## src/rtl/spi_sched_pkg.sv

```systemverilog
// Shared types for the SPI transfer scheduler: FSM states, response error
// codes and the default transfer word width.
package spi_sched_pkg;

  localparam int DEFAULT_DATA_W = 32;

  typedef enum logic [2:0] {
    IDLE  = 3'd0,
    GRANT = 3'd1,
    START = 3'd2,
    WAIT  = 3'd3,
    RESP  = 3'd4
  } state_e;

  typedef enum logic [1:0] {
    ERR_OK       = 2'b00,
    ERR_TIMEOUT  = 2'b01,
    ERR_MISMATCH = 2'b10
  } rsp_err_e;

endpackage

```

## src/rtl/spi_xfer_scheduler_rr_arbiter.sv

```systemverilog
// Combinational round-robin picker: returns the first set request bit at or
// after ptr_i, wrapping past the top. The pointer itself lives in the caller.
module rr_arbiter #(
  parameter int N = 4
) (
  input  logic [N-1:0]         valid_i,
  input  logic [$clog2(N)-1:0] ptr_i,
  output logic [$clog2(N)-1:0] grant_o,
  output logic                 any_o
);

  localparam int IW = $clog2(N);

  logic [IW:0] idx;

  // Scan from the farthest candidate back to ptr_i so the nearest set bit wins.
  always_comb begin
    grant_o = '0;
    any_o   = |valid_i;
    idx     = '0;
    for (int k = N - 1; k >= 0; k--) begin
      idx = {1'b0, ptr_i} + (IW + 1)'(k);
      if (idx >= (IW + 1)'(N)) begin
        idx = idx - (IW + 1)'(N);
      end
      if (valid_i[idx[IW-1:0]]) begin
        grant_o = idx[IW-1:0];
      end
    end
  end

endmodule

```

## src/rtl/spi_xfer_scheduler.sv

```systemverilog
// Shares one A-to-B SPI link among NUM_REQ requesters: round-robin grant,
// one 32-bit transfer at a time, response returned to the granted requester
// with an increment-contract check and a per-transfer timeout.
//
// Handshakes: a requester raises req_valid[i] with req_data slice i stable and
// holds both until it sees the one-cycle req_ready[i] pulse; the matching
// response is the one-cycle rsp_valid[i] pulse, with rsp_data/rsp_err valid
// only in that cycle. On the link side link_start is a one-cycle launch pulse,
// link_wdata stays stable until the response is returned, and link_rdata is
// only sampled in a cycle where link_done is high while a transfer is open.
module spi_xfer_scheduler
  import spi_sched_pkg::*;
#(
  parameter int NUM_REQ     = 4,
  parameter int DATA_W      = DEFAULT_DATA_W,
  parameter int TIMEOUT_CYC = 4096,
  parameter bit CHECK_INC   = 1'b1
) (
  input  logic                      clk,
  input  logic                      rst_n,
  input  logic [NUM_REQ-1:0]        req_valid,
  input  logic [NUM_REQ*DATA_W-1:0] req_data,
  output logic [NUM_REQ-1:0]        req_ready,
  output logic [NUM_REQ-1:0]        rsp_valid,
  output logic [DATA_W-1:0]         rsp_data,
  output logic [1:0]                rsp_err,
  output logic                      link_start,
  output logic [DATA_W-1:0]         link_wdata,
  input  logic                      link_done,
  input  logic [DATA_W-1:0]         link_rdata,
  output logic                      busy,
  output state_e                    dbg_state
);

  localparam int IW = $clog2(NUM_REQ);
  localparam int CW = $clog2(TIMEOUT_CYC + 1);
  // The counter value that includes the current WAIT cycle reaches this on
  // the last WAIT cycle, so rsp_valid lands TIMEOUT_CYC cycles after link_start.
  localparam logic [CW-1:0] CNT_LAST = CW'(TIMEOUT_CYC - 1);
  localparam logic [IW-1:0] LAST_REQ = IW'(NUM_REQ - 1);

  state_e              state_q;
  logic [IW-1:0]       ptr_q;
  logic [IW-1:0]       gnt_q;
  logic [CW-1:0]       cnt_q;
  logic [CW-1:0]       cnt_d;
  logic [NUM_REQ-1:0]  req_ready_q;
  logic [NUM_REQ-1:0]  rsp_valid_q;
  logic [DATA_W-1:0]   rsp_data_q;
  logic [1:0]          rsp_err_q;
  logic                link_start_q;
  logic [DATA_W-1:0]   link_wdata_q;
  logic                busy_q;

  logic [IW-1:0]       arb_idx;
  logic                arb_any;
  logic [NUM_REQ-1:0]  gnt_oh;
  logic [DATA_W-1:0]   wdata_inc;

  rr_arbiter #(.N(NUM_REQ)) u_arb (
    .valid_i (req_valid),
    .ptr_i   (ptr_q),
    .grant_o (arb_idx),
    .any_o   (arb_any)
  );

  assign cnt_d     = cnt_q + CW'(1);
  assign gnt_oh    = NUM_REQ'(1) << gnt_q;
  assign wdata_inc = link_wdata_q + DATA_W'(1);

  // Scheduler FSM; every output is a register updated on the state's exit edge.
  always_ff @(posedge clk or negedge rst_n) begin
    if (!rst_n) begin
      state_q      <= IDLE;
      ptr_q        <= '0;
      gnt_q        <= '0;
      cnt_q        <= '0;
      req_ready_q  <= '0;
      rsp_valid_q  <= '0;
      rsp_data_q   <= '0;
      rsp_err_q    <= ERR_OK;
      link_start_q <= 1'b0;
      link_wdata_q <= '0;
      busy_q       <= 1'b0;
    end else begin
      req_ready_q  <= '0;
      rsp_valid_q  <= '0;
      link_start_q <= 1'b0;
      case (state_q)
        IDLE: begin
          if (arb_any) begin
            gnt_q   <= arb_idx;
            busy_q  <= 1'b1;
            state_q <= GRANT;
          end
        end
        GRANT: begin
          if (req_valid[gnt_q]) begin
            req_ready_q  <= gnt_oh;
            link_wdata_q <= req_data[gnt_q*DATA_W +: DATA_W];
            state_q      <= START;
          end else begin
            // Request withdrawn before accept: pointer stays where it was.
            busy_q  <= 1'b0;
            state_q <= IDLE;
          end
        end
        START: begin
          link_start_q <= 1'b1;
          cnt_q        <= '0;
          state_q      <= WAIT;
        end
        WAIT: begin
          if (link_done) begin
            rsp_data_q <= link_rdata;
            rsp_err_q  <= ERR_OK;
            state_q    <= RESP;
          end else if (cnt_d == CNT_LAST) begin
            rsp_data_q <= '0;
            rsp_err_q  <= ERR_TIMEOUT;
            state_q    <= RESP;
          end else begin
            cnt_q <= cnt_d;
          end
        end
        RESP: begin
          rsp_valid_q <= gnt_oh;
          if (CHECK_INC && (rsp_err_q == ERR_OK) && (rsp_data_q != wdata_inc)) begin
            rsp_err_q <= ERR_MISMATCH;
          end
          ptr_q   <= (gnt_q == LAST_REQ) ? '0 : gnt_q + IW'(1);
          busy_q  <= 1'b0;
          state_q <= IDLE;
        end
        default: begin
          busy_q  <= 1'b0;
          state_q <= IDLE;
        end
      endcase
    end
  end

  assign req_ready  = req_ready_q;
  assign rsp_valid  = rsp_valid_q;
  assign rsp_data   = rsp_data_q;
  assign rsp_err    = rsp_err_q;
  assign link_start = link_start_q;
  assign link_wdata = link_wdata_q;
  assign busy       = busy_q;
  assign dbg_state  = state_q;

endmodule

```

## config.mk

```make
export PLATFORM = sky130hd
export DESIGN_NAME = spi_xfer_scheduler
export DESIGN_NICKNAME = d
export VERILOG_FILES = /design/src/rtl/spi_sched_pkg.sv /design/src/rtl/spi_xfer_scheduler_rr_arbiter.sv /design/src/rtl/spi_xfer_scheduler.sv
export SDC_FILE = /design/constraint.sdc
export NUM_CORES = 1
export LEC_CHECK = 0
export ABC_CLOCK_PERIOD_IN_PS = 3000
export BUFFER_PORTS_ARGS = -buffer_cell sky130_fd_sc_hd__buf_2
export CAP_MARGIN = 20
export CORE_ASPECT_RATIO = 1.5
export CORE_UTILIZATION = 49
export CTS_CLUSTER_DIAMETER = 120
export DETAILED_ROUTE_END_ITERATION = 12
export PLACE_DENSITY_LB_ADDON = 0.08
export SLEW_MARGIN = 10
export SYNTH_ARGS = -nofsm -noshare
export SYNTH_HDL_FRONTEND = slang
export SYNTH_SLANG_ARGS = --single-unit
```

## constraint.sdc

```tcl
create_clock -name clk -period 3 [get_ports clk]
set_input_delay 0 -clock clk [delete_from_list [all_inputs] [get_ports clk]]
set_output_delay 0 -clock clk [all_outputs]
set_load 0.02 [all_outputs]
```

==> flow_summary.ini <==
[status]
run_status = finished clean

[place]
gp_congestion = 0.874
portBuffers = 245
placed_area_um2 = 7540
dpl.hpwl_um = 14400

[cells_and_area]
fillers = 995
fin_area_um2 = 8180
syn_to_final_growth_pct = 34.9
fin_nets = 1008
drive_above_1_share_pct = 44.0

[timing]
min_period_over_period_pct = 90.4
finalClockSkew_ns = 0.00823
final.setup.tns_ns = 0
drv_slew = 0
rsz0062_at_grt = no
fmax_ghz = 0.369
setup_violations = 0
hold_viol = 0
min_period_ns = 2.71
tightest_slew_ns = 0.982
relSlewSlack_pct = 34.4

[routing]
ant_nets = 0
drt_pass1_iterations = 5
avgViaCountPerCell = 5.93
vias = 5884
drt-wirelength-per-cell_um = 19.3
drc = 0
wirelength_um = 19200
drtIter0Drc = 207

[critical_path]
required_ns = 3.24
worstReg2RegStart = link_wdata[1]
cp-startpoint = link_wdata[1]
critPathArrivalTime_ns = 2.95
critPathCaptureType = register
worstSetupPathType = register to register
crit_path_max_fanout = 7
cp-start-kind = register

[min_path]
hp-class = primary input to register
worstHoldStart = req_valid[1]

[global_route]
grt_pass1_vias = 6100
antenna_found_initial = 1
overflow = 0
gr-usage-all-layers_pct = 30.8
grt_max_degree = 40
grt_pass1_wl_um = 30500

[clock_tree]
numCtsBuffers = 9
cts_setup_buffers = 0
cts_tree = yes
clkTransAtPathRegs_ns = 0.08
clk_path_buf_depth = 2
cts_root_buf = clkbuf_16
htreeDepth = 3
cts_sinks = 96
clk_latency_ns = 0.35

[logic_synthesis]
syn_nets = 728
synth_seq_cells = 96
synth.avg_cell_area_um2 = 10.9
synth_enable_flop_cells = 0
netlist_area_um2 = 6060
ys_seq_area_share_pct = 39.6
synth.largest_area_cell = dfrtp_1
async_flop_share_pct = 100
synthCells = 554
yosys-top-cells-area = dfrtp_1 40%, mux4_2 12%, mux2_2 6.3%
synth_top_cell_area_share_pct = 39.6
synthFlopType = dfrtp_1
synth_cell_types = 62
ys_warn_count = 0

[power_and_ir_drop]
power_density_nw_per_um2 = 1020
vdd_drop_max_mv = 0.531
p_seq_share_pct = 31.7
intPower_w = 0.00452
comb_power_share_pct = 54.8
p_leak_nw = 3.77
net-switching-power_w = 0.00379
clkPwrFrac_pct = 13.5
swShare_pct = 45.6

[floorplan]
die_x_um = 92.8
io_pins = 246
core-area_um2 = 12000
fp.dieArea_um2 = 12800
start_util_pct = 50.4
fp.dieH_um = 138
placementRows = 49

[run]
max_cap_viol_count = 0
==> flip-flops by register name, summed over array words and instances, names as in the netlist, 2 cells and up <==
signal and cells:
req_ready 4, rsp_data 32, ptr_q 2, rsp_err 2, dbg_state 3, link_wdata 32, cnt_q 13, gnt_q 2
rsp_valid 4
==> Yosys cell counts (5+ instances only) <==
master and number:
ha_1 7, and3_1 7, nor3_1 7, buf_1 5, xnor2_1 26, a22o_1 31
nor4_1 13, and4_1 6, nand4b_1 6, inv_1 16, o21ai_0 20, buf_2 7
mux4_2 33, or4_1 7, clkbuf_1 22, nand2_1 35, o31ai_1 5, a31oi_1 6
nand2b_1 5, dfrtp_1 96, a21oi_1 21, nand3_1 12, nor2_1 34, nand4_1 14
xor2_1 18, mux2_2 34
==> what timing repair did <==
action,4_1_cts,5_1_grt
hold buffers,35,0
hold endpoints to repair,70,0
resized for setup,0,0
==> critical path, cell delays in order (launching register included) <==
cell     delay (ns)
dfrtp_1        0.44
ha_1           0.25
nand3_1        0.11
or4_1          0.43
or4_1          0.53
xnor2_1        0.14
or4_1          0.51
nor4_2         0.14
nor2_1         0.06
==> placed cells by master, fill, tap and decap left out, types with 4 or more instances in the layout <==
| cell | count |
|---|---|
| a21oi_1 | 20 |
| o31ai_1 | 5 |
| dfrtp_1 | 94 |
| nor2_1 | 34 |
| a22o_1 | 31 |
| a21o_1 | 4 |
| and4_1 | 6 |
| nor3_1 | 7 |
| clkbuf_16 | 9 |
| nand3_1 | 11 |
| nand4_1 | 14 |
| nand4b_1 | 6 |
| a41o_1 | 4 |
| buf_2 | 244 |
| and3_1 | 7 |
| ha_1 | 7 |
| dlygate4sd3_1 | 35 |
| mux2_2 | 34 |
| nand2_1 | 35 |
| buf_4 | 27 |
| nand2b_1 | 5 |
| xor2_1 | 18 |
| inv_1 | 16 |
| and2_1 | 4 |
| mux4_2 | 33 |
| or4_1 | 7 |
| a31oi_1 | 6 |
| nor4_1 | 13 |
| o21ai_0 | 20 |
| o211ai_1 | 4 |
| xnor2_1 | 26 |
==> layer usage <==
metal	GRT usage, %	up-vias	share of wire, %
li1	-	2691	-
met5	0	-	0
met4	13.1	0	3.1
met3	4.02	37	4.7
met2	58.6	227	56
met1	33.1	2929	36
==> cell type report <==
class | instances | area, um2 | share of cell area, %
clock buffers | 9 | 225 | 2.75
well taps | 153 | 191 | 2.34
diodes | 1 | 2.50 | 0.0306
clock inverters | 7 | 62.6 | 0.765
repair buffers | 306 | 1770 | 21.7
flip-flops and latches | 96 | 2400 | 29.4
inverters | 16 | 60.1 | 0.734
multi-input cells | 405 | 3460 | 42.3
==> metrics by stage <==
stage               cells  setup WS [ns]  hold slack [ns]  power [W]  util [%]
finish                993          0.289           0.0294    0.00831      68.1
floorplan             554         0.0614           -0.296    0.00561         -
global route          993         0.0643           0.0498    0.00887      68.1
global placement      941          0.350          0.00521    0.00704      62.7
detailed placement    941          0.294          0.00984    0.00716      62.7
CTS                   992          0.285           0.0176    0.00834      68.0
==> kinds of logic after synthesis <==
group,after synthesis,synth area share [%]
flops,96,39.6
compound gates,120,14.6
mux,70,19.1
fa+ha+maj,7,1.44
buf+inv,53,3.59
simple gates,164,15.3
xor+xnor,44,6.36
==> power by group through the flow <==
stage	combinational, W	sequential, W	clock (W)
finish	0.00455	0.00263	0.00113
global route	0.00494	0.00273	0.00120
CTS	0.00457	0.00263	0.00114
detailed placement	0.00451	0.00264	0
global placement	0.00441	0.00263	0
floorplan	0.00259	0.00302	0
==> final timing paths <==
path,endpoint,slack [ns],depth (start not counted)
min,gnt_q[1],0.03,3
max reg2reg,rsp_err[1],0.29,8
min in group asynchronous,rsp_valid[0],0.15,2
min reg2reg,rsp_data[21],0.54,1
max in group asynchronous,rsp_data[17],2.03,3
max,rsp_err[1],0.29,8
(Power assumes the default switching activity.)
